### config.mk
export PLATFORM = sky130hd
export DESIGN_NAME = keypad_scanner
export DESIGN_NICKNAME = d
export VERILOG_FILES = /design/src/rtl/keypad_pkg.sv /design/src/rtl/keypad_scanner_tick.sv /design/src/rtl/keypad_scanner.sv
export SDC_FILE = /design/constraint.sdc
export NUM_CORES = 1
export LEC_CHECK = 0
export CAP_MARGIN = 20
export CORE_AREA = 2 2 102 104
export DETAILED_ROUTE_END_ITERATION = 7
export DIE_AREA = 0 0 104 106
export PLACE_DENSITY = 0.71
export SLEW_MARGIN = 20
export SYNTH_ARGS = -nofsm -noshare
export SYNTH_HDL_FRONTEND = slang
export SYNTH_SLANG_ARGS = --single-unit
### constraint.sdc
create_clock -name clk -period 14.8 [get_ports clk]
set_input_delay 2.96 -clock clk [delete_from_list [all_inputs] [get_ports clk]]
set_output_delay 2.96 -clock clk [all_outputs]
set_load 0.05 [all_outputs]
### src/rtl/keypad_pkg.sv
// Shared types and constants for the 4x4 keypad scanner.
// Auto-repeat is enabled by defining KEYPAD_AUTO_REPEAT_EN.
package keypad_pkg;

    localparam int KEY_W = 4;
    localparam int ROWS  = 4;
    localparam int COLS  = 4;

    localparam logic [1:0] ST_IDLE       = 2'd0;
    localparam logic [1:0] ST_DB_PRESS   = 2'd1;
    localparam logic [1:0] ST_PRESSED    = 2'd2;
    localparam logic [1:0] ST_DB_RELEASE = 2'd3;

    typedef enum logic [1:0] {
        FC_NONE,
        FC_SINGLE,
        FC_MULTI
    } frame_class_t;

    typedef struct packed {
        frame_class_t     cls;
        logic [KEY_W-1:0] key;
    } frame_t;

    // Keys consumed by the clock top level for time-set and mode control
    localparam logic [KEY_W-1:0] KEY_SET  = 4'd12;
    localparam logic [KEY_W-1:0] KEY_MODE = 4'd13;
    localparam logic [KEY_W-1:0] KEY_UP   = 4'd14;
    localparam logic [KEY_W-1:0] KEY_DOWN = 4'd15;

    function automatic frame_t classify_frame(
        input logic [ROWS*COLS-1:0] low
    );
        frame_t f;
        int     n;
        f.cls = FC_NONE;
        f.key = '0;
        n     = 0;
        for (int i = 0; i < ROWS*COLS; i++) begin
            if (low[i]) begin
                n++;
                f.key = KEY_W'(i);
            end
        end
        if (n == 1)
            f.cls = FC_SINGLE;
        else if (n > 1)
            f.cls = FC_MULTI;
        return f;
    endfunction

endpackage

### src/rtl/keypad_scanner_tick.sv
// One-cycle enable strobe every DIV clocks; keeps all logic on clk.
module scan_tick #(
    parameter int DIV = 4
) (
    input  logic clk,
    input  logic rst_n,
    output logic tick
);
    localparam int W = (DIV > 1) ? $clog2(DIV) : 1;

    logic [W-1:0] cnt;

    assign tick = (cnt == W'(DIV - 1));

    always_ff @(posedge clk or negedge rst_n) begin
        if (!rst_n)
            cnt <= '0;
        else
            cnt <= tick ? '0 : cnt + W'(1);
    end

endmodule

### src/rtl/keypad_scanner.sv
// 4x4 key matrix scanner with frame debounce and one-cycle valid strobe.
// Define KEYPAD_AUTO_REPEAT_EN to re-issue held keys periodically.
module keypad_scanner
    import keypad_pkg::*;
#(
    parameter int SCAN_DIV     = 100000,
    parameter int DEBOUNCE_CNT = 4,
    parameter int REPEAT_DELAY = 50,
    parameter int REPEAT_RATE  = 10
) (
    input  logic             clk,
    input  logic             init,
    input  logic [ROWS-1:0]  iRow,
    output logic [COLS-1:0]  oCol,
    output logic [KEY_W-1:0] oKey,
    output logic             oValid,
    output logic             oHeld
);
    localparam logic [3:0] DB_LAST = 4'(DEBOUNCE_CNT);

    logic                 tick;
    logic [ROWS-1:0]      row_s1;
    logic [ROWS-1:0]      row_s2;
    logic [1:0]           col;
    logic [ROWS*COLS-1:0] acc;
    logic [ROWS*COLS-1:0] frame_bits;
    logic                 frame_close;
    frame_t               fr;
    logic [1:0]           state;
    logic [3:0]           cnt;
    logic [3:0]           cnt_inc;
    logic [KEY_W-1:0]     cand;
    logic                 hit;
    logic                 cand_hit;
    logic                 rep_fire;

    scan_tick #(.DIV(SCAN_DIV)) u_tick (
        .clk   (clk),
        .rst_n (init),
        .tick  (tick)
    );

    always_ff @(posedge clk or negedge init) begin
        if (!init) begin
            row_s1 <= '1;
            row_s2 <= '1;
        end else begin
            row_s1 <= iRow;
            row_s2 <= row_s1;
        end
    end

    // Earlier columns come from acc; the current column is taken live
    always_comb begin
        frame_bits = acc;
        for (int r = 0; r < ROWS; r++)
            frame_bits[r*COLS + int'(col)] = ~row_s2[r];
    end

    always_ff @(posedge clk or negedge init) begin
        if (!init) begin
            acc <= '0;
            col <= 2'd0;
        end else if (tick) begin
            acc <= frame_bits;
            col <= col + 2'd1;
        end
    end

    assign frame_close = tick && (col == 2'd3);
    assign fr          = classify_frame(frame_bits);
    assign oCol        = ~(4'b0001 << col);
    assign oHeld       = (state == ST_PRESSED) || (state == ST_DB_RELEASE);
    assign cnt_inc     = cnt + 4'd1;
    assign hit         = (fr.cls == FC_SINGLE) && (fr.key == oKey);
    assign cand_hit    = (fr.cls == FC_SINGLE) && (fr.key == cand);

`ifdef KEYPAD_AUTO_REPEAT_EN
    logic [6:0] rep_cnt;
    logic [6:0] rep_inc;

    assign rep_inc  = rep_cnt + 7'd1;
    assign rep_fire = frame_close && (state == ST_PRESSED) && hit
                      && (rep_inc == 7'(REPEAT_DELAY));

    // After a repeat, rewind so the next one lands REPEAT_RATE frames later
    always_ff @(posedge clk or negedge init) begin
        if (!init)
            rep_cnt <= '0;
        else if (frame_close) begin
            if ((state == ST_PRESSED) && hit)
                rep_cnt <= rep_fire ? 7'(REPEAT_DELAY - REPEAT_RATE)
                                    : rep_inc;
            else
                rep_cnt <= '0;
        end
    end
`else
    assign rep_fire = 1'b0;
`endif

    always_ff @(posedge clk or negedge init) begin
        if (!init) begin
            state  <= ST_IDLE;
            cnt    <= '0;
            cand   <= '0;
            oKey   <= '0;
            oValid <= 1'b0;
        end else begin
            oValid <= rep_fire;
            if (frame_close) begin
                unique case (state)
                    ST_IDLE: begin
                        if (fr.cls == FC_SINGLE) begin
                            cand <= fr.key;
                            if (DB_LAST == 4'd1) begin
                                state  <= ST_PRESSED;
                                oKey   <= fr.key;
                                oValid <= 1'b1;
                                cnt    <= '0;
                            end else begin
                                state <= ST_DB_PRESS;
                                cnt   <= 4'd1;
                            end
                        end
                    end
                    ST_DB_PRESS: begin
                        if (!cand_hit) begin
                            state <= ST_IDLE;
                            cnt   <= '0;
                        end else if (cnt_inc == DB_LAST) begin
                            state  <= ST_PRESSED;
                            oKey   <= cand;
                            oValid <= 1'b1;
                            cnt    <= '0;
                        end else
                            cnt <= cnt_inc;
                    end
                    ST_PRESSED: begin
                        if (hit)
                            cnt <= '0;
                        else if (DB_LAST == 4'd1) begin
                            state <= ST_IDLE;
                            cnt   <= '0;
                        end else begin
                            state <= ST_DB_RELEASE;
                            cnt   <= 4'd1;
                        end
                    end
                    ST_DB_RELEASE: begin
                        if (hit) begin
                            state <= ST_PRESSED;
                            cnt   <= '0;
                        end else if (cnt_inc == DB_LAST) begin
                            state <= ST_IDLE;
                            cnt   <= '0;
                        end else
                            cnt <= cnt_inc;
                    end
                    default: begin
                        state <= ST_IDLE;
                        cnt   <= '0;
                    end
                endcase
            end
        end
    end

endmodule

==> results.ini <==
[synthesis]
ys_types=88
netlist_top_cells_count=nand2_1 (70), nor2_1 (52), dfrtp_1 (50), o21ai_0 (38), xnor2_1 (35)
synth_area_leaders=dfrtp_1 (24%), xnor2_1 (5.8%), ha_1 (5.2%), nand2_1 (4.9%), xor2_1 (4.1%)
syn_area_mm2=0.005309
yosysTopAreaCell=dfrtp_1
synthCells=619
yosys_warnings=0
yosys_register_bits=58
synth-main-ff-cell=dfrtp_1
synth-edff-count=0
yosysTopAreaCellShare=0.2357
synth_area_per_cell_um2=8.576
yosys.cell_count.top_type=nand2_1
synthArstFlopShare=1.000
ys_seq_area_frac=0.2753
syn-num-nets=647

[global_route]
antenna_found_initial=0
grt_pass1_wl_um=20980
overflow=0
grt_start_max_net_pins=59
track_usage=0.2325
grt_pass1_vias=4478

[worst_setup_path]
crit_slowest_cell=mux2i_1
crit_required_ps=15010
worst_setup_path_start_kind=flop
path_class=reg2reg
max_stage_delay_ps=480
setup.worst_path.end_class=flop
critPathBufInv=7
crit_fanout=10
path_delay_family=adder cells
arrival_ps=13390
crit_top_cell=ha_1

[finish]
num-fill-cells=925
area_growth_pct=7.966
layout.nets=657
layout-drive-gt1-share=0.1009
antenna_cells=0

[clock_network]
clk_pin_slew_ps=60
post_cts_resized=0
worst_skew_pair.late_latency_ps=330
cts_root_buf=clkbuf_8
htreeDepth=3
numCtsBuffers=9
cts_setup_buffers=0
cts_hold_buf=0
numClockSinks=58
ctsLongestPathBuffers=2
tritoncts=built

[sta]
finalHoldViolations=0
fmax_ghz=0.07591
finalMaxSlewViolations=0
setup_tns_ps=0
min_period_ps=13170
rsz0062_at_grt=false
finalSetupViolations=0
layout_worst_path_cycle_share=0.8901
skew_ps=8.432
worstMarginPinSlew_ps=812.0
slew_headroom=0.4587
hold_slack_ps=346.4

[status]
status=completed

[place]
detailed_place_hpwl_um=9386
io_buffers=15
gp_congestion=0.8940

[route]
wl_um=12200
wl_met3_um=342
dr_wl_met2_um=5839
vias=4534
first_iter_violations=243
dr.pass1.iters=5
routed.top_layer=met4
wl_met1_um=5798
via_per_inst=5.888
ant_nets=0
route.detailed.drc=0
avgRoutedWirePerCell_um=15.84

[die]
die_w_um=104
rows=37
initial_core_util=0.5309
core-area_mm2=0.01000
io_pins=16
die-area_mm2=0.01102
fp.dieH_um=106

[worst_hold_path]
holdCritPathClass=reg2reg

[power_and_ir_drop]
ir_drop_v=0.00008677
pwr-share-comb=0.131
switchingPower_mw=0.08554
power.density_mw_per_mm2=60.39
power_mw=0.3461
clkPwrFrac=0.402
internal-power_mw=0.2606
power.share.sequential=0.468
power.leakage_nw=2.479
switching_share=0.2471

[job]
drv_cap=0

power groups by stage:
stage | clock network [mW] | registers, mW | logic [mW]
4_1_cts | 0.145 | 0.162 | 0.0451
2_1_floorplan | 0 | 0.164 | 0.0334
3_3_place_gp | 0 | 0.165 | 0.0432
5_1_grt | 0.151 | 0.162 | 0.0512
3_5_place_dp | 0 | 0.165 | 0.0448
6_report | 0.139 | 0.162 | 0.0452
worst paths after layout:
| kind | from | endpoint | slack (ps) | depth (start not counted) |
|---|---|---|---|---|
| max | col[1] | oKey[0] | 1630 | 59 |
| min | row_s1[1] | row_s2[1] | 350 | 0 |
| max reg2reg | col[1] | oKey[0] | 1630 | 59 |
| min reg2reg | row_s1[1] | row_s2[1] | 350 | 0 |
| max in group asynchronous | init | oKey[1] | 11540 | 2 |
| min in group asynchronous | init | acc[2] | 2760 | 2 |
per-stage QoR:
step                      setup slack [ps]  cell area, um^2    util  cells
after CTS                             1734             5732  0.5732    770
after floorplan                       3027             5309       -    619
after global placement                2354             5543  0.5543    754
final                                 1627             5732  0.5732    770
after global routing                 663.9             5732  0.5732    770
after detailed placement              1816             5543  0.5543    754
worst reg2reg max path, delay by kind of cell, from the launching register on:
kind,cells,cell delay (ps)
fa+ha+maj,14,4310
compound gates,16,3000
simple gates,17,2820
mux,5,1630
buf+inv,7,900
flops,1,390
sequential cells by signal, summed over array words and instances (netlist names):
| name | cells |
|---|---|
| oValid | 1 |
| row_s1 | 4 |
| state | 2 |
| u_tick.cnt | 17 |
| row_s2 | 4 |
| cnt | 4 |
| cand | 4 |
| acc | 16 |
| oKey | 4 |
| col | 2 |
area by class of cell:
type	instances	area, um^2	area share
multi-input combinational	516	3650	0.6368
sequential	58	1461	0.2550
tap	136	170.2	0.02969
timing repair buffer	17	160.2	0.02794
clock buffer	13	148.9	0.02598
inverter	27	101.3	0.01768
clock inverter	3	40.04	0.006985
routing by layer:
layer,global-route usage,vias up
li1,-,2254
met1,0.3034,2160
met5,0,-
met4,0.07915,0
met3,0.03679,14
met2,0.3947,106
cell usage in the layout, fill, tap and decap left out, types with 5 or more instances in the layout:
cell type / count
nand2_1: 70
a31oi_1: 5
xnor2_1: 35
o211ai_1: 7
and2_1: 9
xnor3_1: 5
nand3_1: 25
and3_1: 7
clkdlybuf4s50_1: 14
nor2b_1: 9
o21ai_0: 38
clkbuf_8: 10
nand2b_1: 15
ha_1: 22
dfstp_2: 8
nor2_1: 52
xor2_1: 25
mux2i_1: 16
dfrtp_1: 50
a21oi_1: 29
nand4_1: 14
or3_1: 7
nor4_1: 9
nor3_1: 13
inv_1: 24
and4_1: 5
mux2_2: 7
cells by family after synthesis:
logic type,synth area share
buf+inv,0.03724
simple gates,0.2536
xor+xnor,0.1419
flops,0.2753
compound gates,0.1819
mux,0.05633
fa+ha+maj,0.05373
No activity file was read; power rests on OpenSTA's default activity.
